## config.mk

```make
export PLATFORM = sky130hd
export DESIGN_NAME = ram_sdp_be_flat
export DESIGN_NICKNAME = d
export VERILOG_FILES = /design/src/rtl/ram_sdp_be_if.sv /design/src/rtl/ram_sdp_be.sv /design/src/flat_wrapper.sv
export SDC_FILE = /design/constraint.sdc
export NUM_CORES = 1
export LEC_CHECK = 0
export ABC_AREA = 1
export CAP_MARGIN = 20
export CORE_ASPECT_RATIO = 0.7
export CORE_MARGIN = 4
export CORE_UTILIZATION = 30
export CTS_BUF_LIST = sky130_fd_sc_hd__clkbuf_8
export DETAILED_ROUTE_END_ITERATION = 16
export PLACE_DENSITY = 0.51
export SLEW_MARGIN = 20
export SYNTH_ARGS = -nofsm -noshare
export SYNTH_HDL_FRONTEND = slang
export SYNTH_SLANG_ARGS = --single-unit
export TNS_END_PERCENT = 100
```

## constraint.sdc

```tcl
create_clock -name clk -period 2.5 [get_ports clk]
set_clock_uncertainty 0.15 [all_clocks]
set_input_delay 0.75 -clock clk [delete_from_list [all_inputs] [get_ports clk]]
set_output_delay 0.75 -clock clk [all_outputs]
set_load 0.01 [all_outputs]
```

## src/rtl/ram_sdp_be_if.sv

```systemverilog
// rtl/ram_sdp_be_if.sv - request/response bundle for the simple dual-port byte-enable RAM
// Purpose: groups the write port, read port and status signals of ram_sdp_be.
// Signals:
//   init_busy            zero-fill sweep in progress (RAM drives)
//   wr_en/wr_addr/wr_be/wr_data   write request, per-byte enables (requester drives)
//   rd_en/rd_addr        read request (requester drives)
//   rd_data/rd_valid     read response (RAM drives)
//   par_err/wr_par_flip  parity status and parity-invert hook, only when PARITY_EN is defined
// Modports: master = requester side, slave = RAM side.
interface ram_sdp_be_if #(
  parameter int DATA_WIDTH = 32,
  parameter int ADDR_WIDTH = 4
);
  localparam int NB = DATA_WIDTH / 8;

  logic                  init_busy;
  logic                  wr_en;
  logic [ADDR_WIDTH-1:0] wr_addr;
  logic [NB-1:0]         wr_be;
  logic [DATA_WIDTH-1:0] wr_data;
  logic                  rd_en;
  logic [ADDR_WIDTH-1:0] rd_addr;
  logic [DATA_WIDTH-1:0] rd_data;
  logic                  rd_valid;
`ifdef PARITY_EN
  logic                  par_err;
  logic [NB-1:0]         wr_par_flip;
`endif

  modport master (
`ifdef PARITY_EN
    input  par_err,
    output wr_par_flip,
`endif
    input  init_busy, rd_data, rd_valid,
    output wr_en, wr_addr, wr_be, wr_data, rd_en, rd_addr
  );

  modport slave (
`ifdef PARITY_EN
    output par_err,
    input  wr_par_flip,
`endif
    output init_busy, rd_data, rd_valid,
    input  wr_en, wr_addr, wr_be, wr_data, rd_en, rd_addr
  );
endinterface

```

## src/rtl/ram_sdp_be.sv

```systemverilog
// rtl/ram_sdp_be.sv - simple dual-port RAM with byte enables, zero-fill sweep and 1/2-cycle reads
// Purpose: one write port and one read port usable in the same cycle; memory is swept to zero
//   after every reset so contents are never X. Same-address read/write follows WRITE_FIRST.
// Ports:
//   clk   rising-edge clock
//   rst   asynchronous reset, active-high; restarts the sweep and flushes the read pipeline
//   bus   ram_sdp_be_if.slave (write port, read port, init_busy, rd_valid/rd_data)
// Optional feature macro: PARITY_EN (per-byte even parity, par_err output, wr_par_flip hook).
module ram_sdp_be #(
  parameter int DATA_WIDTH   = 32,
  parameter int ADDR_WIDTH   = 4,
  parameter int READ_LATENCY = 1,
  parameter int WRITE_FIRST  = 1
) (
  input logic         clk,
  input logic         rst,
  ram_sdp_be_if.slave bus
);
  localparam int NB    = DATA_WIDTH / 8;
  localparam int DEPTH = 1 << ADDR_WIDTH;

  localparam logic [0:0] ST_INIT = 1'b0;
  localparam logic [0:0] ST_RUN  = 1'b1;

  logic [DATA_WIDTH-1:0] mem [DEPTH];
  logic [0:0]            state;
  logic [ADDR_WIDTH-1:0] cnt;

  logic                  run;
  logic                  wr_fire;
  logic                  rd_fire;
  logic                  collide;
  logic [DATA_WIDTH-1:0] rd_word;

  logic                  s1_valid;
  logic [DATA_WIDTH-1:0] s1_data;
  logic                  rd_valid_q;
  logic [DATA_WIDTH-1:0] rd_data_q;

  assign run     = (state == ST_RUN);
  assign wr_fire = run & bus.wr_en;
  assign rd_fire = run & bus.rd_en;
  // Only a write-first build forwards the incoming write into a same-address read.
  assign collide = wr_fire && (bus.wr_addr == bus.rd_addr) && (WRITE_FIRST != 0);

  assign bus.init_busy = ~run;
  assign bus.rd_valid  = rd_valid_q;
  assign bus.rd_data   = rd_data_q;

  // Read word as seen at the request edge, with enabled lanes forwarded on collision.
  always_comb begin
    rd_word = mem[bus.rd_addr];
    for (int i = 0; i < NB; i++) begin
      if (collide && bus.wr_be[i]) begin
        rd_word[8*i +: 8] = bus.wr_data[8*i +: 8];
      end
    end
  end

  // Storage has no reset; the sweep clears it word by word instead.
  always_ff @(posedge clk) begin
    if (!run) begin
      mem[cnt] <= '0;
    end else if (bus.wr_en) begin
      for (int i = 0; i < NB; i++) begin
        if (bus.wr_be[i]) begin
          mem[bus.wr_addr][8*i +: 8] <= bus.wr_data[8*i +: 8];
        end
      end
    end
  end

  always_ff @(posedge clk or posedge rst) begin
    if (rst) begin
      state      <= ST_INIT;
      cnt        <= '0;
      s1_valid   <= 1'b0;
      s1_data    <= '0;
      rd_valid_q <= 1'b0;
      rd_data_q  <= '0;
    end else begin
      if (state == ST_INIT) begin
        cnt <= cnt + 1'b1;
        if (&cnt) begin
          state <= ST_RUN;
        end
      end

      if (READ_LATENCY == 1) begin
        rd_valid_q <= rd_fire;
        if (rd_fire) begin
          rd_data_q <= rd_word;
        end
      end else begin
        // Data is captured at the request edge, so a later write cannot alter it.
        s1_valid   <= rd_fire;
        if (rd_fire) begin
          s1_data <= rd_word;
        end
        rd_valid_q <= s1_valid;
        if (s1_valid) begin
          rd_data_q <= s1_data;
        end
      end
    end
  end

`ifdef PARITY_EN
  logic [NB-1:0] par_mem [DEPTH];
  logic [NB-1:0] rd_par;
  logic          perr_c;
  logic          s1_perr;
  logic          par_err_q;

  assign bus.par_err = par_err_q;

  // Stored parity is forwarded per lane exactly like the data, then checked against the word.
  always_comb begin
    rd_par = par_mem[bus.rd_addr];
    perr_c = 1'b0;
    for (int i = 0; i < NB; i++) begin
      if (collide && bus.wr_be[i]) begin
        rd_par[i] = (^bus.wr_data[8*i +: 8]) ^ bus.wr_par_flip[i];
      end
      perr_c = perr_c | ((^rd_word[8*i +: 8]) ^ rd_par[i]);
    end
  end

  always_ff @(posedge clk) begin
    if (!run) begin
      par_mem[cnt] <= '0;
    end else if (bus.wr_en) begin
      for (int i = 0; i < NB; i++) begin
        if (bus.wr_be[i]) begin
          par_mem[bus.wr_addr][i] <= (^bus.wr_data[8*i +: 8]) ^ bus.wr_par_flip[i];
        end
      end
    end
  end

  always_ff @(posedge clk or posedge rst) begin
    if (rst) begin
      s1_perr   <= 1'b0;
      par_err_q <= 1'b0;
    end else if (READ_LATENCY == 1) begin
      par_err_q <= rd_fire & perr_c;
    end else begin
      s1_perr   <= rd_fire & perr_c;
      par_err_q <= s1_valid & s1_perr;
    end
  end
`endif

endmodule

```

## src/flat_wrapper.sv

```systemverilog
// flat-port wrapper written by rule: the top's interface ports become plain ports
module ram_sdp_be_flat 
#(
  parameter int DATA_WIDTH   = 32,
  parameter int ADDR_WIDTH   = 4,
  parameter int READ_LATENCY = 1,
  parameter int WRITE_FIRST  = 1
)
  (clk, rst, bus_init_busy, bus_rd_data, bus_rd_valid, bus_wr_en, bus_wr_addr, bus_wr_be, bus_wr_data, bus_rd_en, bus_rd_addr);
  ram_sdp_be_if #(.DATA_WIDTH(DATA_WIDTH), .ADDR_WIDTH(ADDR_WIDTH)) bus_i ();
  input logic clk;
  input logic rst;
  output wire logic [$bits(bus_i.init_busy)-1:0] bus_init_busy;
  output wire logic [$bits(bus_i.rd_data)-1:0] bus_rd_data;
  output wire logic [$bits(bus_i.rd_valid)-1:0] bus_rd_valid;
  input wire logic [$bits(bus_i.wr_en)-1:0] bus_wr_en;
  input wire logic [$bits(bus_i.wr_addr)-1:0] bus_wr_addr;
  input wire logic [$bits(bus_i.wr_be)-1:0] bus_wr_be;
  input wire logic [$bits(bus_i.wr_data)-1:0] bus_wr_data;
  input wire logic [$bits(bus_i.rd_en)-1:0] bus_rd_en;
  input wire logic [$bits(bus_i.rd_addr)-1:0] bus_rd_addr;
  assign bus_init_busy = bus_i.init_busy;
  assign bus_rd_data = bus_i.rd_data;
  assign bus_rd_valid = bus_i.rd_valid;
  assign bus_i.wr_en = bus_wr_en;
  assign bus_i.wr_addr = bus_wr_addr;
  assign bus_i.wr_be = bus_wr_be;
  assign bus_i.wr_data = bus_wr_data;
  assign bus_i.rd_en = bus_rd_en;
  assign bus_i.rd_addr = bus_rd_addr;
  ram_sdp_be #(.DATA_WIDTH(DATA_WIDTH), .ADDR_WIDTH(ADDR_WIDTH), .READ_LATENCY(READ_LATENCY), .WRITE_FIRST(WRITE_FIRST)) u_core (.clk(clk), .rst(rst), .bus(bus_i));
endmodule
```

======== After elaboration in Yosys (flattened, before gate mapping) ========
Memory sizes are Yosys's and may differ from the RTL's. A register that Yosys moved wholly into a read port is not among the register bits.
Cells that the tools add are included.
W data, S select, Z words.
word-level totals
  memories kept ........................... 1
  bits of input ports ..................... 48
  output and inout port bits .............. 34
  logic and storage cells ................. 31
  flip-flop bits (word level) ............. 6
  bits in writable memories ............... 512
cells by class
  add/sub/neg operators ................... 1
  muxes and demuxes ....................... 22
  bitwise operators ....................... 2
  reductions and logical operators ........ 2
memories
  name        depth  bits a word  rd ports  clocked after Yosys merged registers in  write ports  RTL line          RTL
  u_core.mem  16     32           1         1                                        1            ram_sdp_be.sv:25  logic [DATA_WIDTH-1:0] mem [DEPTH];
operators with widths
  cell                   count
  $mux W32               1
  $reduce_or A32 Y1      1
  $mux W1                19
  $mux W4                2
  $add A4 B1 Y4 const B  1
  $reduce_and A4 Y1      1
  $and A1 B1 Y1          1
  $not A1 Y1             1

======== Depth between registers and ports, before layout ========
  depth in word-level cells ............... 6
  gate-level depth with buffers ........... 15

======== Least setup slack after synthesis ========
No wires, ideal clock.
  kind .................................... input-to-reg
  from .................................... input port bus_wr_en
  to ...................................... memory u_core.mem[3][0] (enable)
  path slack .............................. -165 ps
  cell stages on the path ................. 12
  arrival ................................. 2,145 ps
  buffers on the path ..................... 2
  data required time ...................... 1,980 ps
  path through ............................ buf_6 nand2_2 inv_2 o21ai_4 nand2_4 buf_6 nand2_2 nand2_1 inv_1 nor2_1 nand2_1 nor2_1
on the way
  word-level cells in the longest chain between the ends .. 5
RTL lines
  what                                RTL line            RTL
  from (decl)                         flat_wrapper.sv:16  input wire logic [$bits(bus_i.wr_en)-1:0] bus_wr_en;
  $mux W1                             ram_sdp_be.sv:64    end else if (bus.wr_en) begin
  $mux W1                             ram_sdp_be.sv:62    if (!run) begin
  $mux W1 (implied by the code)       ram_sdp_be.sv:67    mem[bus.wr_addr][8*i +: 8] <= bus.wr_data[8*i +: 8];
  $reduce_or A32 Y1 (no source line)  -
  $mux W4 (no source line)            -
  to (decl)                           ram_sdp_be.sv:25
Parallel ways exist; a longest one is shown, timed or not.

======== Final worst setup path ========
  from .................................... input port bus_wr_be[1]
  to ...................................... memory u_core.mem[6][23] (enable)
on the way
  word-level cells in the longest chain between the ends .. 6
RTL lines
  what                                  RTL line            RTL
  from (decl)                           flat_wrapper.sv:18  input wire logic [$bits(bus_i.wr_be)-1:0] bus_wr_be;
  $mux W1 *                             ram_sdp_be.sv:66    if (bus.wr_be[i]) begin
  $mux W1 *                             ram_sdp_be.sv:64
  $mux W1 *                             ram_sdp_be.sv:62
  $mux W1 (implied by the code) *       ram_sdp_be.sv:67
  $reduce_or A32 Y1 (no source line) *  -
  $mux W4 (no source line)              -
Every way passes the cells marked *; elsewhere a longest branch is shown, timed or not.

==> impl_metrics.py <==
metrics = {
    "placed_design": {
        "post-place-cells": 3094,
        "placed_cell_area_um2": 27000,
        "place_congestion": 0.874,
        "place.port_buffers": 81,
        "hpwl_um": 45700,
        "pre_cts_ws_ps": -898,
    },
    "yosys": {
        "synth-xor-area-share_pct": 0.116,
        "synth_area_leaders": "edfxtp_1 (68%), nor2_1 (5.5%), nand2_1 (5.4%)",
        "yosysTopAreaCell": "edfxtp_1",
        "synth_fa_ha_area_share_pct": 0.0554,
        "synth_top_family_by_area": "simple AND/OR/NAND/NOR gates",
        "synth_mux_area_share_pct": 0,
        "synth-compound-area-share_pct": 9.54,
        "ys_seq_area_share_pct": 72.3,
        "ys_warn_count": 0,
        "syn_area_um2": 22600,
        "yosysUniqueCellTypes": 27,
        "syn-instance-count": 1934,
        "synth.top_cell.area_share_pct": 68.1,
        "synth_seq_cells": 550,
        "synth_area_per_cell_um2": 11.7,
        "synth_nets": 1983,
        "synth-simple-area-share_pct": 14.7,
    },
    "die": {
        "die_h_um": 238,
        "ios": 82,
        "design.core.area_um2": 73900,
        "dieArea_um2": 79800,
        "dieWidth_um": 336,
        "initial_core_util_pct": 30.5,
        "num_rows": 83,
    },
    "layout": {
        "nNetsFinal": 2259,
        "syn2layout_area_growth_pct": 27.9,
        "design_area_um2": 28900,
        "drive_gt1_share_pct": 19.8,
        "final_cell_mix": "edfxtp_1 (512), nand2_1 (313), nor2_1 (271)",
        "final_cells": 3254,
        "layout_commonest_cell": "edfxtp_1",
        "n_antenna_cell": 0,
    },
    "clock_network": {
        "numCtsBuffers": 85,
        "ctsHoldBuffers": 0,
        "insertion_delay_ps": 680,
        "cts_tree": "done",
        "path_clk_slew_ps": 70,
        "cts_htree_levels": 3,
        "max-clock-path-buffers": 3,
        "cts-root-buf": "clkbuf_8",
        "cts.sinks": 550,
    },
    "global_route": {
        "grt.total_usage_pct": 16.9,
        "grt_overflow": 0,
        "antenna_found_initial": 1,
        "grt_max_degree": 65,
        "grt_pass1_vias": 15878,
        "grt_pass1_wl_um": 102000,
    },
    "routing": {
        "viasPerCell": 4.98,
        "drtIter0Drc": 1799,
        "ant_nets": 0,
        "wl_per_cell_um": 20.9,
        "first_pass_iters": 5,
        "routed_wl_um": 67900,
        "vias": 16208,
        "remaining_drc_errors": 0,
    },
    "critical_path": {
        "worstSetupEndpointType": "flip-flop",
        "critical_path_class": "in -> reg",
        "cp-startpoint": "bus_wr_be[1]",
        "cp.required_ps": 2700,
        "cp.arrival_ps": 2650,
        "critPathMaxFanout": 8,
        "r2r-start": "u_core.run",
        "cp-start-kind": "input pin",
    },
    "timing": {
        "whs_ps": 294,
        "post-route-min-period_ps": 2450,
        "tightest_slew_ps": 437,
        "slew_violations": 0,
        "max_slew_margin_pct": 70.8,
        "layout_setup_ws_ps": 50.9,
        "min_period_over_period_pct": 98.0,
        "setup_viol": 0,
        "max_freq_ghz": 0.408,
        "hold_violations": 0,
    },
    "power_and_ir_drop": {
        "power_density_nw_per_um2": 676,
        "ir_worst_vdd_v": 0.000344,
        "cellLeakagePower_nw": 10.9,
    },
    "run": {
        "cap_violations": 0,
    },
    "hold_path": {
        "hold_path.class": "in -> async",
    },
    "run_status": {
        "outcome": "finished clean",
    },
}
Yosys cell counts (all sizes together):
cell	count
xnor2	2
inv	49
clkbuf	80
nand3	147
a21oi	4
clkinv	5
xor2	1
edfxtp	512
ha	1
o21ai	259
dfrtp	38
buf	43
nand3b	2
nand2	332
nand4	1
nor2	330
o22ai	128
registers in the layout, summed over array words and instances (netlist names):
signal and cells:
u_core.bus.rd_data 32, u_core.cnt 4, u_core.run 1, u_core.bus.rd_valid 1, u_core.mem 512
routing by layer:
metal,routed length (µm),part of all wire (%),vias up,track usage [%]
li1,-,-,7480,-
met1,34100,50,7999,27.0
met2,27500,40,630,23.3
met3,5060,7.5,99,3.31
met4,1260,1.9,0,4.16
met5,0,0,-,0
power breakdown:
| group | leakage (nW) | switching (W) | total [W] | internal [W] |
|---|---|---|---|---|
| clock network | 0.885 | 0.00358 | 0.00717 | 0.00359 |
| logic | 4.46 | 0.00132 | 0.00211 | 0.000794 |
| registers | 5.59 | 0.0000395 | 0.0103 | 0.0102 |
cell families after synthesis:
group | after synthesis
buf+inv | 177
fa+ha+maj | 1
xor+xnor | 3
simple gates | 812
compound gates | 391
flops | 550
worst paths after layout:
check	to	slack, ps	cells after the start
worst max-delay path	u_core.mem[6][23]	50	11
worst min-delay path	u_core.bus.rd_data[17]	290	3
worst max register to register	u_core.mem[6][23]	190	12
worst min register to register	u_core.bus.rd_data[2]	330	2
max in group asynchronous	u_core.bus.rd_data[28]	1630	3
min in group clk	u_core.bus.rd_data[2]	330	2
what timing repair did:
action,in CTS,in global routing
pin swaps,4,8
gates resized for setup,38,46
setup buffers,4,2
endpoints found under the setup margin,304,522
per-stage QoR:
stage,setup TNS [ps],power (W),util [%]
after floorplan,-38340,0.0114,-
after global placement,-458980,0.0126,36.6
after detailed placement,-484370,0.0126,36.6
after CTS,-8240,0.0197,38.8
after global routing,-86.8,0.0204,39.0
final,0,0.0195,39.0
final cells by class:
| cell class | instances | area (µm²) |
|---|---|---|
| well taps | 977 | 1220 |
| clock inverters | 63 | 335 |
| fillers | 7087 | 45100 |
| multi-input cells | 1207 | 5870 |
| flip-flops and latches | 550 | 16300 |
| inverters | 54 | 211 |
| repair buffers | 312 | 3660 |
| clock buffers | 91 | 1250 |
worst max-delay path: stages:
cell and delay [ps]:
clkdlybuf4s50_1 460, o21ai_4 220, nand2_4 120, nand2_2 110, nand2_2 70, buf_4 150
nor2_2 120, buf_4 120, nand2_1 90, buf_4 180, nor2_4 250
(Power assumes the default switching activity.)
